## config.mk

```make
export PLATFORM = sky130hd
export DESIGN_NAME = rom_sample_streamer
export DESIGN_NICKNAME = d
export VERILOG_FILES = /design/src/rtl/rom_sample_streamer.sv
export SDC_FILE = /design/constraint.sdc
export NUM_CORES = 1
export LEC_CHECK = 0
export BUFFER_PORTS_ARGS = -buffer_cell sky130_fd_sc_hd__buf_2
export CORE_MARGIN = 2
export CORE_UTILIZATION = 55
export CTS_BUF_LIST = sky130_fd_sc_hd__clkbuf_16
export CTS_CLUSTER_SIZE = 24
export DETAILED_ROUTE_END_ITERATION = 8
export PLACE_DENSITY = 0.81
export SKIP_CTS_REPAIR_TIMING = 1
export SLEW_MARGIN = 20
export SYNTH_ARGS = -nofsm -noshare
export SYNTH_HDL_FRONTEND = slang
export SYNTH_SLANG_ARGS = --single-unit
```

## constraint.sdc

```tcl
create_clock -name clk -period 3.1 [get_ports clk]
set_clock_uncertainty 0.1 [all_clocks]
set_input_delay 0.155 -clock clk [delete_from_list [all_inputs] [get_ports clk]]
set_output_delay 0.155 -clock clk [all_outputs]
set_load 0.005 [all_outputs]
```

## src/rtl/rom_sample_streamer.sv

```systemverilog
// ROM-to-stream feeder for the rank-order filter: reads NUM_SAMPLES words from a synchronous ROM,
// streams them over valid/ready, appends FLUSH_LEN pad beats, and drives the result-RAM write
// port delayed by WR_DELAY accepted beats.
module rom_sample_streamer #(
  parameter int unsigned          DATA_BITS   = 8,
  parameter int unsigned          ADDR_BITS   = 8,
  parameter int unsigned          NUM_SAMPLES = 255,
  parameter int unsigned          FLUSH_LEN   = 100,
  parameter logic [DATA_BITS-1:0] PAD_VALUE   = '0,
  parameter int unsigned          WR_DELAY    = 100
) (
  input  logic                 clk,
  input  logic                 rst,
  input  logic                 start,
  output logic [ADDR_BITS-1:0] rom_addr,
  output logic                 rom_ce,
  input  logic [DATA_BITS-1:0] rom_q,
  output logic [DATA_BITS-1:0] s_data,
  output logic                 s_valid,
  input  logic                 s_ready,
  output logic [ADDR_BITS-1:0] wr_addr,
  output logic                 wr_en,
  output logic                 busy,
  output logic                 done
);

  localparam int unsigned CW  = $clog2(NUM_SAMPLES + FLUSH_LEN + 1);
  // One extra address bit so rom_addr can park at NUM_SAMPLES == 2**ADDR_BITS.
  localparam int unsigned AW1 = ADDR_BITS + 1;

  localparam logic [AW1-1:0] NumAddr    = AW1'(NUM_SAMPLES);
  localparam logic [CW-1:0]  LastSample = CW'(NUM_SAMPLES - 1);
  localparam logic [CW-1:0]  LastBeat   = CW'(NUM_SAMPLES + FLUSH_LEN - 1);
  localparam logic [CW-1:0]  AccMax     = {CW{1'b1}};

  typedef enum logic [2:0] {StIdle, StLoad, StStream, StFlush, StDone} state_e;

  state_e state_q, state_d;

  logic [AW1-1:0]       rom_addr_q, rom_addr_d;
  logic [CW-1:0]        acc_cnt_q, acc_cnt_d;
  logic [ADDR_BITS-1:0] wr_addr_q, wr_addr_d;
  logic                 accept;
  logic                 wr_gate;

  assign accept   = s_valid & s_ready;
  assign rom_addr = rom_addr_q[ADDR_BITS-1:0];
  assign wr_addr  = wr_addr_q;

  // Write strobe opens once WR_DELAY beats have been accepted.
  if (WR_DELAY == 0) begin : g_no_delay
    assign wr_gate = 1'b1;
  end else begin : g_delay
    assign wr_gate = (acc_cnt_q >= CW'(WR_DELAY));
  end

  // State register.
  always_ff @(posedge clk or negedge rst) begin
    if (!rst) begin
      state_q <= StIdle;
    end else begin
      state_q <= state_d;
    end
  end

  // Next-state decode.
  always_comb begin
    state_d = state_q;
    case (state_q)
      StIdle:   if (start) state_d = StLoad;
      StLoad:   state_d = StStream;
      StStream: begin
        if (accept && acc_cnt_q == LastSample) begin
          state_d = (FLUSH_LEN == 0) ? StDone : StFlush;
        end
      end
      StFlush:  if (accept && acc_cnt_q == LastBeat) state_d = StDone;
      StDone:   if (start) state_d = StLoad;
      default:  state_d = StIdle;
    endcase
  end

  // Outputs decoded from registered state; rom_ce follows s_ready only while streaming samples.
  always_comb begin
    s_valid = 1'b0;
    s_data  = '0;
    rom_ce  = 1'b0;
    busy    = 1'b0;
    done    = 1'b0;
    case (state_q)
      StLoad: begin
        rom_ce = 1'b1;
        busy   = 1'b1;
      end
      StStream: begin
        s_valid = 1'b1;
        s_data  = rom_q;
        rom_ce  = s_ready;
        busy    = 1'b1;
      end
      StFlush: begin
        s_valid = 1'b1;
        s_data  = PAD_VALUE;
        busy    = 1'b1;
      end
      StDone:  done = 1'b1;
      default: ;
    endcase
    wr_en = s_valid & s_ready & wr_gate;
  end

  // Address and beat counter registers.
  always_ff @(posedge clk or negedge rst) begin
    if (!rst) begin
      rom_addr_q <= '0;
      acc_cnt_q  <= '0;
      wr_addr_q  <= '0;
    end else begin
      rom_addr_q <= rom_addr_d;
      acc_cnt_q  <= acc_cnt_d;
      wr_addr_q  <= wr_addr_d;
    end
  end

  // Counter next-state: clear on start, prefetch address 1 in LOAD, advance on accepted beats.
  always_comb begin
    rom_addr_d = rom_addr_q;
    acc_cnt_d  = acc_cnt_q;
    wr_addr_d  = wr_addr_q;
    case (state_q)
      StIdle, StDone: begin
        if (start) begin
          rom_addr_d = '0;
          acc_cnt_d  = '0;
          wr_addr_d  = '0;
        end
      end
      StLoad:   rom_addr_d = AW1'(1);
      StStream: begin
        // Parks at NUM_SAMPLES; the trailing ROM read there is never presented.
        if (accept && rom_addr_q < NumAddr) rom_addr_d = rom_addr_q + AW1'(1);
      end
      default: ;
    endcase
    if (accept && acc_cnt_q != AccMax) acc_cnt_d = acc_cnt_q + CW'(1);
    if (wr_en) wr_addr_d = wr_addr_q + ADDR_BITS'(1);
  end

endmodule

```

Word level (Yosys, flattened, before mapping)
Index checks and enable logic that the tools add are counted.
- flip-flop bits (word level): 29
- bits of input ports: 12
- output and inout bits: 29
- word-level logic and storage cells: 56
- $add $sub $neg: 3
- order comparisons: 2
- equal/unequal tests: 11
- mux-type cells: 17
- bitwise operators: 2
- reduce and logical (&&, ||, !) cells: 17
- operators by type and width (kind ; number):
    9-bit 2-to-1 mux ; 4
    8-bit 2-to-1 mux ; 4
    9-bit one-hot mux with 3 select lines ; 1
    9-bit by 1-bit adder with 9-bit output, second input constant ; 2
    3-bit one-hot mux with 4 select lines ; 1
    9-bit by 8-bit equality test with 1-bit output, second input constant ; 1
    9-bit equality test, second input constant ; 1
    9-bit by 7-bit >= comparator with 1-bit output, second input constant ; 1
    9-bit by 8-bit < comparator with 1-bit output, second input constant ; 1
    3-bit 2-to-1 mux ; 3
    9-bit inequality test, second input constant ; 1
    8-bit by 1-bit adder with 8-bit output, second input constant ; 1
    2-bit nonzero test ; 4
    3-bit by 2-bit equality test with 1-bit output, second input constant ; 2
    2-bit inequality test, second input constant ; 3
    3-bit AND reduction ; 2
    1-bit logical AND ; 4
    2-bit AND reduction ; 2
    2-bit OR reduction ; 2
    3-bit by 1-bit equality test with 1-bit output, second input constant ; 1
    3-bit equality test, second input constant ; 1
    3-bit logical NOT ; 1
    1-bit 2-to-1 mux ; 3
    3-bit nonzero test ; 1
    other kinds (4) ; 5

Depth between registers and ports, before layout
- word-level depth: 7
- gate-level depth with buffers: 8
- depth with buffers taken out: 8

Worst setup path before layout
No wires, ideal clock.
- kind: reg2reg
- start: reg acc_cnt_q[0]
- end: reg acc_cnt_q[7]
- library setup time: 126 ps
- data arrival time: 1777 ps
- required time: 2874 ps
- setup slack: 1097 ps
- cell stages (with the launch flop): 9
- period minus slack after synthesis: 2003 ps
- cells stage by stage: dfrtp_1 ha_1 nand3_1 nor2_1 ha_1 nand4bb_1 nor3_1 nand3_1 mux2i_1
- cells in the longest elaborated chain, start to end: 4
- elaborated cells between the ends (all ways): 7
- classes of those cells: add/sub: 1; eq/ne: 1; mux: 1; reduce/logical: 4
- RTL lines (item ; RTL line ; text):
    from (decl) ; 41 ; logic [CW-1:0] acc_cnt_q, acc_cnt_d;
    from (signal assigned) ; 120 ; acc_cnt_q <= acc_cnt_d;
    branches (longest 4 deep; another with 9-bit by 1-bit adder with 9-bit output) ; n/a ;
Parallel ways; which one is timed is not known.
A chain may end at the register's enable or synchronous reset.

Worst setup path in the final report
- start: reg acc_cnt_q[4]
- end: out wr_en
- cells in the longest elaborated chain, start to end: 2
- RTL lines (item ; RTL line ; text):
    9-bit by 7-bit >= comparator with 1-bit output ; 54 ; assign wr_gate = (acc_cnt_q >= CW'(WR_DELAY));
    1-bit bitwise AND ; 109 ; wr_en = s_valid & s_ready & wr_gate;
    to (decl) ; 22 ; output logic wr_en,
Every way passes these cells.

==> impl_metrics.yaml <==
routing:
  wl_met1_um: 1810
  drt-initial-drc-count: 82
  wl_met3_um: 151
  drcViolationCount: 0
  dr.pass1.iters: 4
  viasPerCell: 5.57
  avgRoutedWirePerCell_um: 13.7
  via_count: 1532
  drt_wl_total_um: 3760
  top_layer_used: "met4"
  met2_wirelength_um: 1760
  ant_nets: 0
yosys:
  synth_edf_count: 0
  synth_cell_type_count: 48
  synthesis.instances: 197
  syn_nets: 215
  async_reset_ff_share_pct: 100
  ys.warnings.count: 0
  synth.top_cell.area_share_pct: 39.7
  synth_ff_type: "dfrtp_1"
  synth.largest_area_cell: "dfrtp_1"
  ys_ff_latch: 29
  yosysMostFrequentCell: "dfrtp_1"
  ys_seq_area_share_pct: 39.7
  synth_area_leaders: "dfrtp_1, nand2_1, ha_1"
  synth.avg_cell_area_um2: 9.29
  synth_area_um2: 1830
  synth_common_cells: "dfrtp_1, nand2_1, nand3_1, a21oi_1"
power_and_ir_drop:
  peakVddDrop_mv: 0.566
  p_total_w: 0.00173
  pwr_density_cell_nw_per_um2: 816
  leakage_nw: 1.08
floorplanning:
  start_util_pct: 59.0
  die_w_um: 61.7
  rows: 20
  core_region_area_um2: 3100
  dieArea_um2: 3800
  die_h_um: 61.7
  ios: 41
setup_path:
  cp_max_fo: 11
  r2r-start: "acc_cnt_q[4]$_DFFE_PN0P_"
  reg2reg_to: "wr_addr[6]$_DFFE_PN0P_"
  required_ns: 2.84
  crit_type: "register to primary output"
  r2r_cells: 5
  worst_setup_path_end_kind: "primary output"
  arrival_ns: 2.01
  reg2reg_slack_ns: 0.86
  cp-start-kind: "register"
timing:
  slew_violations: 0
  max_freq_mhz: 442
  whs_ns: 0.104
  period_minus_slack_ns: 2.26
  finalSetupViolCount: 0
  worst_pin_slew_ns: 0.640
  finalHoldViolCount: 0
  relSlewSlack_pct: 57.3
  period_share_pct: 73.0
  rsz0062_at_grt: "false"
  finalSetupTns_ns: 0
final_layout:
  area_growth_pct: 15.6
  fin_cells: 275
  antenna_cells: 0
  drive_gt1_share_pct: 25.5
  nets: 248
global_routing:
  grt_pass1_wl_um: 6030
  first_global_vias: 1253
  antenna_found_initial: 0
  grt_max_degree: 30
  gr-total-overflow: 0
  grt.total_usage_pct: 21.7
placement:
  gp_congestion: 0.855
  dp.cells: 266
  hpwl_um: 2560
  numPortBuffers: 40
cts:
  cts.path.max_buffers: 2
  cts_tree: "built"
  cts_sinks: 29
  numCtsBuffers: 5
  clk_pin_slew_ns: 0.05
  htree_num_levels: 2
  clk_latency_ns: 0.27
  clock-root-buffer: "clkbuf_16"
run_status:
  outcome: "completed"
worst_hold_path:
  holdPathStages: 2
  hold_end: "acc_cnt_q[2]$_DFFE_PN0P_"
  hold_class: "primary input to register"
  min-delay-start: "start"
run:
  drv_cap: 0
-- layer usage --
metal	track usage (%)	vias to the layer above
met5	0	-
met4	7.90	0
met3	5.88	7
met2	30.1	26
met1	32.3	728
li1	-	771
-- cells by family (layout without fill, tap and decap cells) --
| family | Yosys count | in the layout | share of synthesized area (%) |
|---|---|---|---|
| simple gates | 90 | 90 | 27.4 |
| compound gates | 40 | 40 | 15.6 |
| flops | 29 | 29 | 39.7 |
| buf+inv | 23 | 57 | 8.28 |
| mux | 7 | 7 | 3.97 |
| fa+ha+maj | 6 | 6 | 4.10 |
| xor+xnor | 2 | 2 | 0.958 |
-- cell type report --
type / count / area [um^2]
well taps: 44 / 55.1
flip-flops and latches: 29 / 726
inverters: 7 / 26.3
clock buffers: 5 / 125
clock inverters: 3 / 12.5
repair buffers: 42 / 218
multi-input cells: 145 / 952
fillers: 272 / 988
-- flip-flops by register name, indices dropped and copies added, names as in the netlist --
signal,count
wr_addr,8
rom_addr_q,9
state_q,3
acc_cnt_q,9
-- power by group --
group          switching, W  internal (W)  total, W
Sequential         0.000150      0.000454  0.000605
Combinational      0.000346      0.000327  0.000673
Clock              0.000159      0.000289  0.000448
-- stage by stage --
step                area, um^2  setup WS [ns]  utilization (%)
finish                    2110          0.837             68.1
global route              2110          0.677             68.1
CTS                       2100          0.843             67.8
detailed placement        1970          0.872             63.4
global placement          1970          0.898             63.4
floorplan                 1830           1.10                -
-- how the worst max path moves through the flow --
stage | from | endpoint | slack (ns)
after CTS | acc_cnt_q[4]$_DFFE_PN0P_ | wr_en | 0.84
after floorplan | acc_cnt_q[0]$_DFFE_PN0P_ | acc_cnt_q[7]$_DFFE_PN0P_ | 1.10
after global routing | acc_cnt_q[0]$_DFFE_PN0P_ | acc_cnt_q[7]$_DFFE_PN0P_ | 0.68
after global placement | acc_cnt_q[4]$_DFFE_PN0P_ | wr_addr[6]$_DFFE_PN0P_ | 0.90
after detailed placement | acc_cnt_q[4]$_DFFE_PN0P_ | wr_addr[6]$_DFFE_PN0P_ | 0.87
final | acc_cnt_q[4]$_DFFE_PN0P_ | wr_en | 0.84
-- layout by cell type, fill, tap and decap left out, types with 6 or more instances in the layout --
cell     count
nand2_1     22
ha_1         6
and3_1       6
nor2_1       6
a211o_1      7
nand3_1     15
nor3_1       7
and2_1       8
buf_2       40
dfrtp_1     29
inv_1        6
a21oi_1     11
-- critical path, stage by stage (launching register included) --
cell	delay, ns
dfrtp_1	0.42
or4_4	0.56
o2111ai_2	0.44
inv_2	0.15
buf_2	0.16
No activity file was read; power rests on OpenSTA's default activity.
